$ cat src/rtl/vision_pkg.sv
// rtl/vision_pkg.sv - shared constants and state encoding for the acuity tester
package vision_pkg;

    // Level indices: 0.1, 0.2, 0.4, 0.6, 0.8, 1.0, 1.2
    localparam logic [2:0] L_0P1     = 3'd0;
    localparam logic [2:0] L_0P2     = 3'd1;
    localparam logic [2:0] L_0P4     = 3'd2;
    localparam logic [2:0] L_0P6     = 3'd3;
    localparam logic [2:0] L_0P8     = 3'd4;
    localparam logic [2:0] L_1P0     = 3'd5;
    localparam logic [2:0] L_1P2     = 3'd6;
    localparam logic [2:0] MAX_LEVEL = L_1P2;

    // Optotype direction codes, also the bit index of the matching answer key
    localparam logic [1:0] DIR_UP    = 2'd0;
    localparam logic [1:0] DIR_DOWN  = 2'd1;
    localparam logic [1:0] DIR_LEFT  = 2'd2;
    localparam logic [1:0] DIR_RIGHT = 2'd3;

    typedef enum logic [1:0] {
        ST_IDLE  = 2'd0,
        ST_BLANK = 2'd1,
        ST_SHOW  = 2'd2,
        ST_DONE  = 2'd3
    } state_t;

endpackage

$ cat src/rtl/key_edge.sv
// rtl/key_edge.sv - two-flop key register with rising-edge detect
module key_edge (
    input  logic i_clk,
    input  logic i_rst,
    input  logic i_key,
    output logic o_rise
);

    logic r_s;
    logic r_q;

    // Sample the key, then delay it one more cycle for edge detection
    always_ff @(posedge i_clk) begin
        if (i_rst) begin
            r_s <= 1'b0;
            r_q <= 1'b0;
        end else begin
            r_s <= i_key;
            r_q <= r_s;
        end
    end

    assign o_rise = r_s & ~r_q;

endmodule

$ cat src/rtl/vision_test_ctrl.sv
// rtl/vision_test_ctrl.sv - visual-acuity test sequencer (keys in, level/dir/result out)
module vision_test_ctrl
    import vision_pkg::*;
#(
    parameter int         START_LEVEL = 4,
    parameter int         BLANK_CYC   = 1000,
    parameter int         TIMEOUT_CYC = 100000,
    parameter logic [7:0] LFSR_SEED   = 8'hA5
) (
    input  logic       sys_clk,
    input  logic       sys_rst,
    input  logic       key_restart,
    input  logic       key_up,
    input  logic       key_down,
    input  logic       key_left,
    input  logic       key_right,
    output logic       show,
    output logic [1:0] dir,
    output logic [2:0] level,
    output logic       done,
    output logic       fail,
    output logic [2:0] result,
    output logic       ans_ok,
    output logic       ans_err
);

    localparam int CNT_MAX = (BLANK_CYC > TIMEOUT_CYC) ? BLANK_CYC : TIMEOUT_CYC;
    localparam int CW      = (CNT_MAX > 1) ? $clog2(CNT_MAX) : 1;
    localparam logic [CW-1:0] BLANK_LAST   = CW'(BLANK_CYC - 1);
    localparam logic [CW-1:0] TIMEOUT_LAST = CW'(TIMEOUT_CYC - 1);
    localparam logic [2:0]    START_LVL    = 3'(START_LEVEL);

    // Bit order matches the direction codes; bit 4 is restart
    logic [4:0] w_keys;
    logic [4:0] w_rise;
    logic [3:0] w_ans;
    logic       w_one_ans;
    logic       w_correct;
    logic       w_wrong;

    state_t        r_state;
    logic [CW-1:0] r_cnt;
    logic [7:0]    r_lfsr;
    logic          r_show;
    logic [1:0]    r_dir;
    logic [2:0]    r_level;
    logic          r_went_up;
    logic          r_went_down;
    logic          r_done;
    logic          r_fail;
    logic [2:0]    r_result;
    logic          r_ans_ok;
    logic          r_ans_err;

    assign w_keys = {key_restart, key_right, key_left, key_down, key_up};

    genvar g;
    generate
        for (g = 0; g < 5; g++) begin : g_key
            key_edge u_key_edge (
                .i_clk  (sys_clk),
                .i_rst  (sys_rst),
                .i_key  (w_keys[g]),
                .o_rise (w_rise[g])
            );
        end
    endgenerate

    // A single answer-key rise is an answer; simultaneous rises are discarded
    assign w_ans     = w_rise[3:0];
    assign w_one_ans = (w_ans != 4'd0) && ((w_ans & (w_ans - 4'd1)) == 4'd0);
    assign w_correct = w_one_ans && w_ans[r_dir];
    assign w_wrong   = w_one_ans ? !w_ans[r_dir] : (r_cnt == TIMEOUT_LAST);

    // Free-running Fibonacci LFSR, taps 8,6,5,4, supplies the next direction
    always_ff @(posedge sys_clk) begin
        if (sys_rst) begin
            r_lfsr <= LFSR_SEED;
        end else begin
            r_lfsr <= {r_lfsr[6:0], r_lfsr[7] ^ r_lfsr[5] ^ r_lfsr[4] ^ r_lfsr[3]};
        end
    end

    // Test sequencer: blanking, stimulus, answer grading and level staircase
    always_ff @(posedge sys_clk) begin
        if (sys_rst) begin
            r_state     <= ST_IDLE;
            r_cnt       <= '0;
            r_show      <= 1'b0;
            r_dir       <= DIR_UP;
            r_level     <= START_LVL;
            r_went_up   <= 1'b0;
            r_went_down <= 1'b0;
            r_done      <= 1'b0;
            r_fail      <= 1'b0;
            r_result    <= 3'd0;
            r_ans_ok    <= 1'b0;
            r_ans_err   <= 1'b0;
        end else begin
            r_ans_ok  <= 1'b0;
            r_ans_err <= 1'b0;
            if (w_rise[4]) begin
                r_state     <= ST_BLANK;
                r_cnt       <= '0;
                r_show      <= 1'b0;
                r_level     <= START_LVL;
                r_went_up   <= 1'b0;
                r_went_down <= 1'b0;
                r_done      <= 1'b0;
                r_fail      <= 1'b0;
                r_result    <= 3'd0;
            end else begin
                case (r_state)
                    ST_BLANK: begin
                        if (r_cnt == BLANK_LAST) begin
                            r_state <= ST_SHOW;
                            r_cnt   <= '0;
                            r_show  <= 1'b1;
                            r_dir   <= r_lfsr[1:0];
                        end else begin
                            r_cnt <= r_cnt + 1'b1;
                        end
                    end
                    ST_SHOW: begin
                        if (w_correct) begin
                            r_ans_ok <= 1'b1;
                            r_show   <= 1'b0;
                            r_cnt    <= '0;
                            if (r_went_down || (r_level == MAX_LEVEL)) begin
                                r_state  <= ST_DONE;
                                r_done   <= 1'b1;
                                r_result <= r_level;
                            end else begin
                                r_state   <= ST_BLANK;
                                r_level   <= r_level + 3'd1;
                                r_went_up <= 1'b1;
                            end
                        end else if (w_wrong) begin
                            r_ans_err <= 1'b1;
                            r_show    <= 1'b0;
                            r_cnt     <= '0;
                            if (r_went_up) begin
                                r_state  <= ST_DONE;
                                r_done   <= 1'b1;
                                r_result <= r_level - 3'd1;
                            end else if (r_level == L_0P1) begin
                                r_state <= ST_DONE;
                                r_done  <= 1'b1;
                                r_fail  <= 1'b1;
                            end else begin
                                r_state     <= ST_BLANK;
                                r_level     <= r_level - 3'd1;
                                r_went_down <= 1'b1;
                            end
                        end else begin
                            r_cnt <= r_cnt + 1'b1;
                        end
                    end
                    default: begin
                        // IDLE and DONE hold until a restart rise
                        r_state <= r_state;
                    end
                endcase
            end
        end
    end

    assign show    = r_show;
    assign dir     = r_dir;
    assign level   = r_level;
    assign done    = r_done;
    assign fail    = r_fail;
    assign result  = r_result;
    assign ans_ok  = r_ans_ok;
    assign ans_err = r_ans_err;

endmodule

$ cat config.mk
export PLATFORM = sky130hd
export DESIGN_NAME = vision_test_ctrl
export DESIGN_NICKNAME = d
export VERILOG_FILES = /design/src/rtl/vision_pkg.sv /design/src/rtl/key_edge.sv /design/src/rtl/vision_test_ctrl.sv
export SDC_FILE = /design/constraint.sdc
export NUM_CORES = 1
export LEC_CHECK = 0
export ABC_AREA = 0
export CORE_MARGIN = 2
export CORE_UTILIZATION = 51
export DETAILED_ROUTE_END_ITERATION = 7
export PLACE_DENSITY = 0.74
export SKIP_LAST_GASP = 1
export SYNTH_ARGS = -nofsm -noshare
export SYNTH_HDL_FRONTEND = slang
export SYNTH_HIERARCHICAL = 1
export SYNTH_SLANG_ARGS = --single-unit
$ cat constraint.sdc
create_clock -name sys_clk -period 2.1 [get_ports sys_clk]
set_input_delay 0.42 -clock sys_clk [delete_from_list [all_inputs] [get_ports sys_clk]]
set_output_delay 0.42 -clock sys_clk [all_outputs]
set_load 0.01 [all_outputs]
==> results.json, run 1 <==
{
  "status": "finished, violations left",
  "violations": "negative setup slack",
  "place_area_um2": 2810,
  "finish.instance_area_um2": 2970,
  "fp.dieW_um": 72.0,
  "cts.clk_slew.worst_paths_ns": 0.10,
  "grt_pass1_wl_um": 8250,
  "globalplace.congestion": 0.872,
  "timing.rr.end": "r_state[1]",
  "cts_buffers": 5,
  "most-common-layout-cells": "48 x dfxtp_1, 31 x nor2_1, 26 x buf_4",
  "cts_buffer_depth": 2,
  "synthCells": 256,
  "reg2reg_depth": 6,
  "fin_ws_ns": -0.107,
  "vias_per_cell": 5.49,
  "synth_nets": 272,
  "core.rowCount": 24,
  "postRouteAntennaNets": 0,
  "fp.dieH_um": 72.0,
  "clock_sinks": 52,
  "core-area_um2": 4410,
  "tritoncts": "yes",
  "max-vdd-ir-drop_mv": 0.474,
  "drv_slew": 0,
  "grt_start_max_net_pins": 21,
  "clk_latency_ns": 0.31,
  "grt_usage": 0.203,
  "critPathKind": "reg2reg",
  "die_area_um2": 5190,
  "fin_crit_sh": 1.05,
  "area_delta_synth_final_pct": 25.8,
  "synth_warnings": 6,
  "r2r_slack_ns": -0.11,
  "grt_antenna_before_repair": 0,
  "r2r_start": "r_cnt[14]",
  "finalHoldViolations": 0,
  "drt-wirelength-per-cell_um": 14.0,
  "startpoint_type": "flip-flop",
  "crit_fanout": 7,
  "nets": 319,
  "hp-class": "reg2reg",
  "maxCapViolCount": 0,
  "route.detailed.drc": 0,
  "p_per_area_nw_per_um2": 644,
  "gr-total-overflow": 0,
  "route.vias.total": 1954,
  "slew_headroom": 0.725,
  "n_antenna_cell": 0,
  "wl_um": 4980,
  "final_util": 0.672,
  "drt_iter0_markers": 194,
  "rsz0062_at_grt": "true",
  "yosys.cell_types.count": 47,
  "start_util": 0.535,
  "end_kind": "flip-flop",
  "ys_ff_latch": 52,
  "setup-violations-final": 27,
  "seq_area_frac_synth": 0.441,
  "synth_area_per_cell_um2": 9.22,
  "final_common_cell": "dfxtp_1",
  "hold_end": "r_lfsr[7]",
  "syn-cell-area_um2": 2360,
  "io_buffers": 19,
  "worst_pin_slew_ns": 0.409,
  "crit_required_ns": 2.33,
  "clockRootBuffer": "clkbuf_8",
  "fin_skew_ns": 0.00851,
  "static-leakage-power_uw": 0.00119,
  "crit_path_start": "r_cnt[14]",
  "min_path_cells": 1,
  "fmax_mhz": 453,
  "io_pins": 20,
  "drive_gt1_frac": 0.234,
  "arrival_ns": 2.44,
  "grt_pass1_vias": 1813,
  "dr.pass1.iters": 4,
  "dp_hpwl_um": 3540,
  "htreeDepth": 2,
  "min_from": "r_lfsr[6]",
  "period_minus_slack_ns": 2.21
}
[power breakdown]
group	switching, µW	internal (µW)
clock network	331	238
registers	21.8	1020
logic	158	140
total	511	1400
[worst max path at each step]
| stage | cells after the start | slack (ns) | to |
|---|---|---|---|
| 2_1_floorplan | 7 | -0.03 | r_state[1] |
| 5_1_grt | 6 | -0.17 | r_state[1] |
| 6_report | 6 | -0.11 | r_state[1] |
| 3_3_place_gp | 6 | -0.04 | level[1] |
| 4_1_cts | 6 | -0.07 | level[0] |
| 3_5_place_dp | 6 | -0.08 | result[0] |
[worst max-delay path, cell delays in order (launching register included)]
cell      delay [ns]
dfxtp_2         0.33
or4_4           0.53
or4_4           0.55
o211ai_4        0.14
and2_4          0.26
o21ai_2         0.09
a221oi_2        0.23
[state kept, by name, indices dropped and copies added (netlist names)]
register and cells:
r_cnt 17, r_lfsr 8, g_key.u_key_edge/r_q 5, g_key.u_key_edge/r_s 5, level 3, result 3
dir 2, r_state 2, ans_err 1, ans_ok 1, done 1, fail 1
r_went_down 1, r_went_up 1, show 1
[cells by family (layout without fill, tap and decap cells)]
| group | count (synthesis) | count (layout) | share of synthesized area |
|---|---|---|---|
| AND/OR/NAND/NOR | 115 | 115 | 0.271 |
| flip-flops | 52 | 52 | 0.441 |
| AO/OA/AOI/OAI | 34 | 34 | 0.0954 |
| XOR/XNOR | 19 | 19 | 0.0705 |
| buffers and inverters | 17 | 65 | 0.0307 |
| multiplexers | 10 | 10 | 0.0435 |
| adder cells (fa/ha/maj) | 9 | 9 | 0.0477 |
[cell type report]
type	count	area [µm²]
well taps	52	65.1
clock inverters	2	16.3
repair buffers	47	417
inverters	10	37.5
clock buffers	6	72.6
flip-flops and latches	52	1050
multi-input cells	187	1310
fillers	333	1450
[routing by layer]
| layer | up-vias | global-route usage | routed length (µm) |
|---|---|---|---|
| met5 | - | 0 | 0 |
| met4 | 0 | 0.0964 | 106 |
| met3 | 12 | 0.0389 | 259 |
| met2 | 60 | 0.292 | 2160 |
| met1 | 900 | 0.293 | 2450 |
| li1 | 982 | - | - |
[timing repair]
| action | CTS | global route |
|---|---|---|
| cloned | 0 | 0 |
| endpoints found under the hold margin | 0 | 0 |
| buffers inserted | 0 | 2 |
| gates resized for setup | 4 | 10 |
| pin swaps | 3 | 3 |
| endpoints found under the setup margin | 24 | 28 |
| hold buffers | 0 | 0 |
[cells in the mapped netlist, drive strengths merged]
master | number | share of area
nor2 | 33 | 0.052
mux2i | 8 | 0.034
nand3b | 2 | 0.0064
nor3 | 9 | 0.019
nor2b | 19 | 0.056
a31oi | 3 | 0.0080
ha | 9 | 0.048
mux2 | 2 | 0.0095
clkbuf | 4 | 0.0064
a211oi | 2 | 0.0064
o211ai | 2 | 0.0085
nand4b | 3 | 0.011
and3b | 1 | 0.0037
xnor2 | 7 | 0.026
o21ai | 7 | 0.018
inv | 10 | 0.016
nand4 | 7 | 0.019
o31ai | 1 | 0.0032
a21boi | 2 | 0.0064
and2 | 2 | 0.0053
nand2 | 10 | 0.016
and4 | 2 | 0.0080
or4b | 1 | 0.0042
a221oi | 1 | 0.0064
or3 | 2 | 0.0053
or2 | 4 | 0.011
a21oi | 13 | 0.028
xor2 | 12 | 0.045
nor4 | 1 | 0.0027
buf | 3 | 0.0085
nand2b | 1 | 0.0027
o2111ai | 1 | 0.0037
dfxtp | 52 | 0.44
nand3 | 8 | 0.017
a21bo | 1 | 0.0042
or4 | 4 | 0.013
nor3b | 2 | 0.0064
or4bb | 1 | 0.0048
and3 | 3 | 0.0080
a21o | 1 | 0.0032
[per-stage QoR]
step                      std cells  power, µW  setup slack, ns  hold WS [ns]  TNS, ns
after detailed placement        346       1350          -0.0806         0.400   -0.912
after CTS                       354       1910          -0.0723         0.423    -1.47
after global placement          346       1340          -0.0408         0.396   -0.248
after global routing            356       1990           -0.172         0.440    -3.61
after floorplan                 256       1250          -0.0307         0.389  -0.0383
final                           356       1910           -0.107         0.418    -1.65
No activity file was read; power rests on OpenSTA's default activity.
==> inputs of run 2 (changes only) <==
- CAP_MARGIN: not set -> 10
- CORE_UTILIZATION: 51 -> 40
- GPL_TIMING_DRIVEN: not set -> 0
- PLACE_DENSITY: 0.74 -> not set
==> run 2 against run 1 <==
Net effect:
- the run still ends with negative setup slack left
- wire length grew 0.94%
- final area rose by 2.6%
- critical path depth grew 1
- total power is 2.6% higher
- register-to-register slack lost 0.09 ns
- global-route usage is 4.3 points lower
- fmax shrank 3.7%
- clock skew is 0.0023 ns lower
- sequential share of layout area down 0.84 points
- core utilization decreased by 13 points
- highest routed layer unchanged
- sequential cell count unchanged
- critical endpoint is now level[2]
- clock power up 3%
- critical path type unchanged
==> results.json, run 2 (synthesis results as in run 1) <==
{
  "r2r_slack_ns": -0.19,
  "reg_top3": "r_cnt x17, r_lfsr x8",
  "gr-total-overflow": 0,
  "drive_gt1_frac": 0.264,
  "fin_cells": 367,
  "crit_fanout": 6,
  "grt_usage": 0.160,
  "seqCellArea_um2": 1050,
  "end_kind": "flip-flop",
  "fin_skew_ns": 0.00618,
  "worst_pin_slew_ns": 0.587,
  "clk_latency_ns": 0.30,
  "globalplace.congestion": 0.798,
  "grt_pass1_vias": 1766,
  "fin_ws_ns": -0.192,
  "area_delta_synth_final_pct": 29.0,
  "nets": 310,
  "rsz0062_at_grt": "true",
  "fp.dieH_um": 80.8,
  "start_util": 0.421,
  "clock_sinks": 52,
  "wl_um": 5030,
  "maxCapViolCount": 0,
  "fin_crit_sh": 1.09,
  "setup-violations-final": 29,
  "io_buffers": 19,
  "grt_start_max_net_pins": 16,
  "arrival_ns": 2.53,
  "cts_buffer_depth": 2,
  "cts-hold-fix-buffers": 0,
  "static-leakage-power_uw": 0.00115,
  "route.detailed.drc": 0,
  "hold_ws_ns": 0.424,
  "dp_hpwl_um": 3360,
  "critPathKind": "reg2reg",
  "reg2reg_depth": 7,
  "final_util": 0.543,
  "core-area_um2": 5610,
  "multi_input_area_um2": 1430,
  "largest_reg_flops": 17,
  "dp_cells": 347,
  "status": "finished, violations left",
  "n_antenna_cell": 0,
  "hp-class": "reg2reg",
  "most-common-layout-cells": "47 x dfxtp_1, 21 x nor2_1, 19 x clkdlybuf4s50_1",
  "violations": "negative setup slack",
  "fp.dieW_um": 80.8,
  "clockRootBuffer": "clkbuf_8",
  "fillCellCount": 558,
  "p_per_area_nw_per_um2": 645,
  "io_pins": 20,
  "htreeDepth": 2,
  "final_common_cell": "dfxtp_1",
  "finalHoldViolations": 0,
  "period_minus_slack_ns": 2.29,
  "report.power.total_uw": 1960,
  "route.vias.total": 1871,
  "die_area_um2": 6530,
  "startpoint_type": "flip-flop",
  "fmax_mhz": 436,
  "dr.pass1.iters": 4,
  "tritoncts": "yes",
  "core.rowCount": 27,
  "vias_per_cell": 5.10,
  "postRouteAntennaNets": 0,
  "preCtsSetupSlack_ns": -0.415,
  "grt_pass1_wl_um": 8270,
  "cts.clk_slew.worst_paths_ns": 0.09,
  "max-vdd-ir-drop_mv": 0.327,
  "drt-wirelength-per-cell_um": 13.7,
  "drv_slew": 0,
  "largest_register": "r_cnt",
  "slew_headroom": 0.606,
  "crit_required_ns": 2.33,
  "cts_buffers": 5,
  "min_path_cells": 1,
  "grt_antenna_before_repair": 0,
  "drt_iter0_markers": 101
}
## run 2: cell types whose count changed in the layout (fill, tap and decap cells not counted), sizes merged
| cell | delta |
|---|---|
| clkbuf | +4 |
| clkinv | +1 |
| buf | -13 |
| clkinvlp | -1 |
## run 2: area by class of cell
class | instances | area share
Clock buffer | 6 | 0.0271
Timing Repair Buffer | 32 | 0.102
Clock inverter | 2 | 0.00329
Tap cell | 72 | 0.0296
Buffer | 6 | 0.0107
Inverter | 10 | 0.0132
Sequential cell | 52 | 0.344
Multi-Input combinational cell | 187 | 0.470
## run 2: report_power, final
part | internal [µW] | switching, µW | total (µW) | leakage [µW]
combinational | 151 | 180 | 331 | 0.000676
clock | 264 | 320 | 584 | 0.0000510
sequential | 1020 | 24.0 | 1050 | 0.000427
## run 2: critical path, stage by stage, from the launching register on
cell and delay, ns:
dfxtp_2 0.34, or4_4 0.53, or4_4 0.55, o211ai_4 0.15, buf_6 0.15, nand3_2 0.06, mux2_4 0.28, o211ai_1 0.16
## run 2: metrics by stage
stage | TNS, ns | instance area [µm²]
2_1_floorplan | -0.0383 | 2390
3_3_place_gp | -6.64 | 2670
3_5_place_dp | -6.50 | 2670
4_1_cts | -3.25 | 2880
5_1_grt | -4.64 | 3040
6_report | -2.80 | 3040
## run 2: timing repair
item | 4_1_cts | 5_1_grt
endpoints found under the setup margin | 26 | 33
gates cloned | 0 | 1
pin swaps | 10 | 22
resized for setup | 15 | 40
setup buffers | 9 | 4
## run 2: routing by layer
layer / part of all wire / up-vias / global-route usage
li1: - / 962 / -
met5: 0 / - / 0
met1: 0.51 / 875 / 0.231
met2: 0.45 / 27 / 0.238
met4: 0.015 / 0 / 0.0559
met3: 0.028 / 7 / 0.0311
## run 2: path summary, 6_finish.rpt
kind	startpoint	endpoint
max reg2reg	r_cnt[12]	level[2]
min	r_lfsr[6]	r_lfsr[7]
min reg2reg	r_lfsr[6]	r_lfsr[7]
max	r_cnt[12]	level[2]
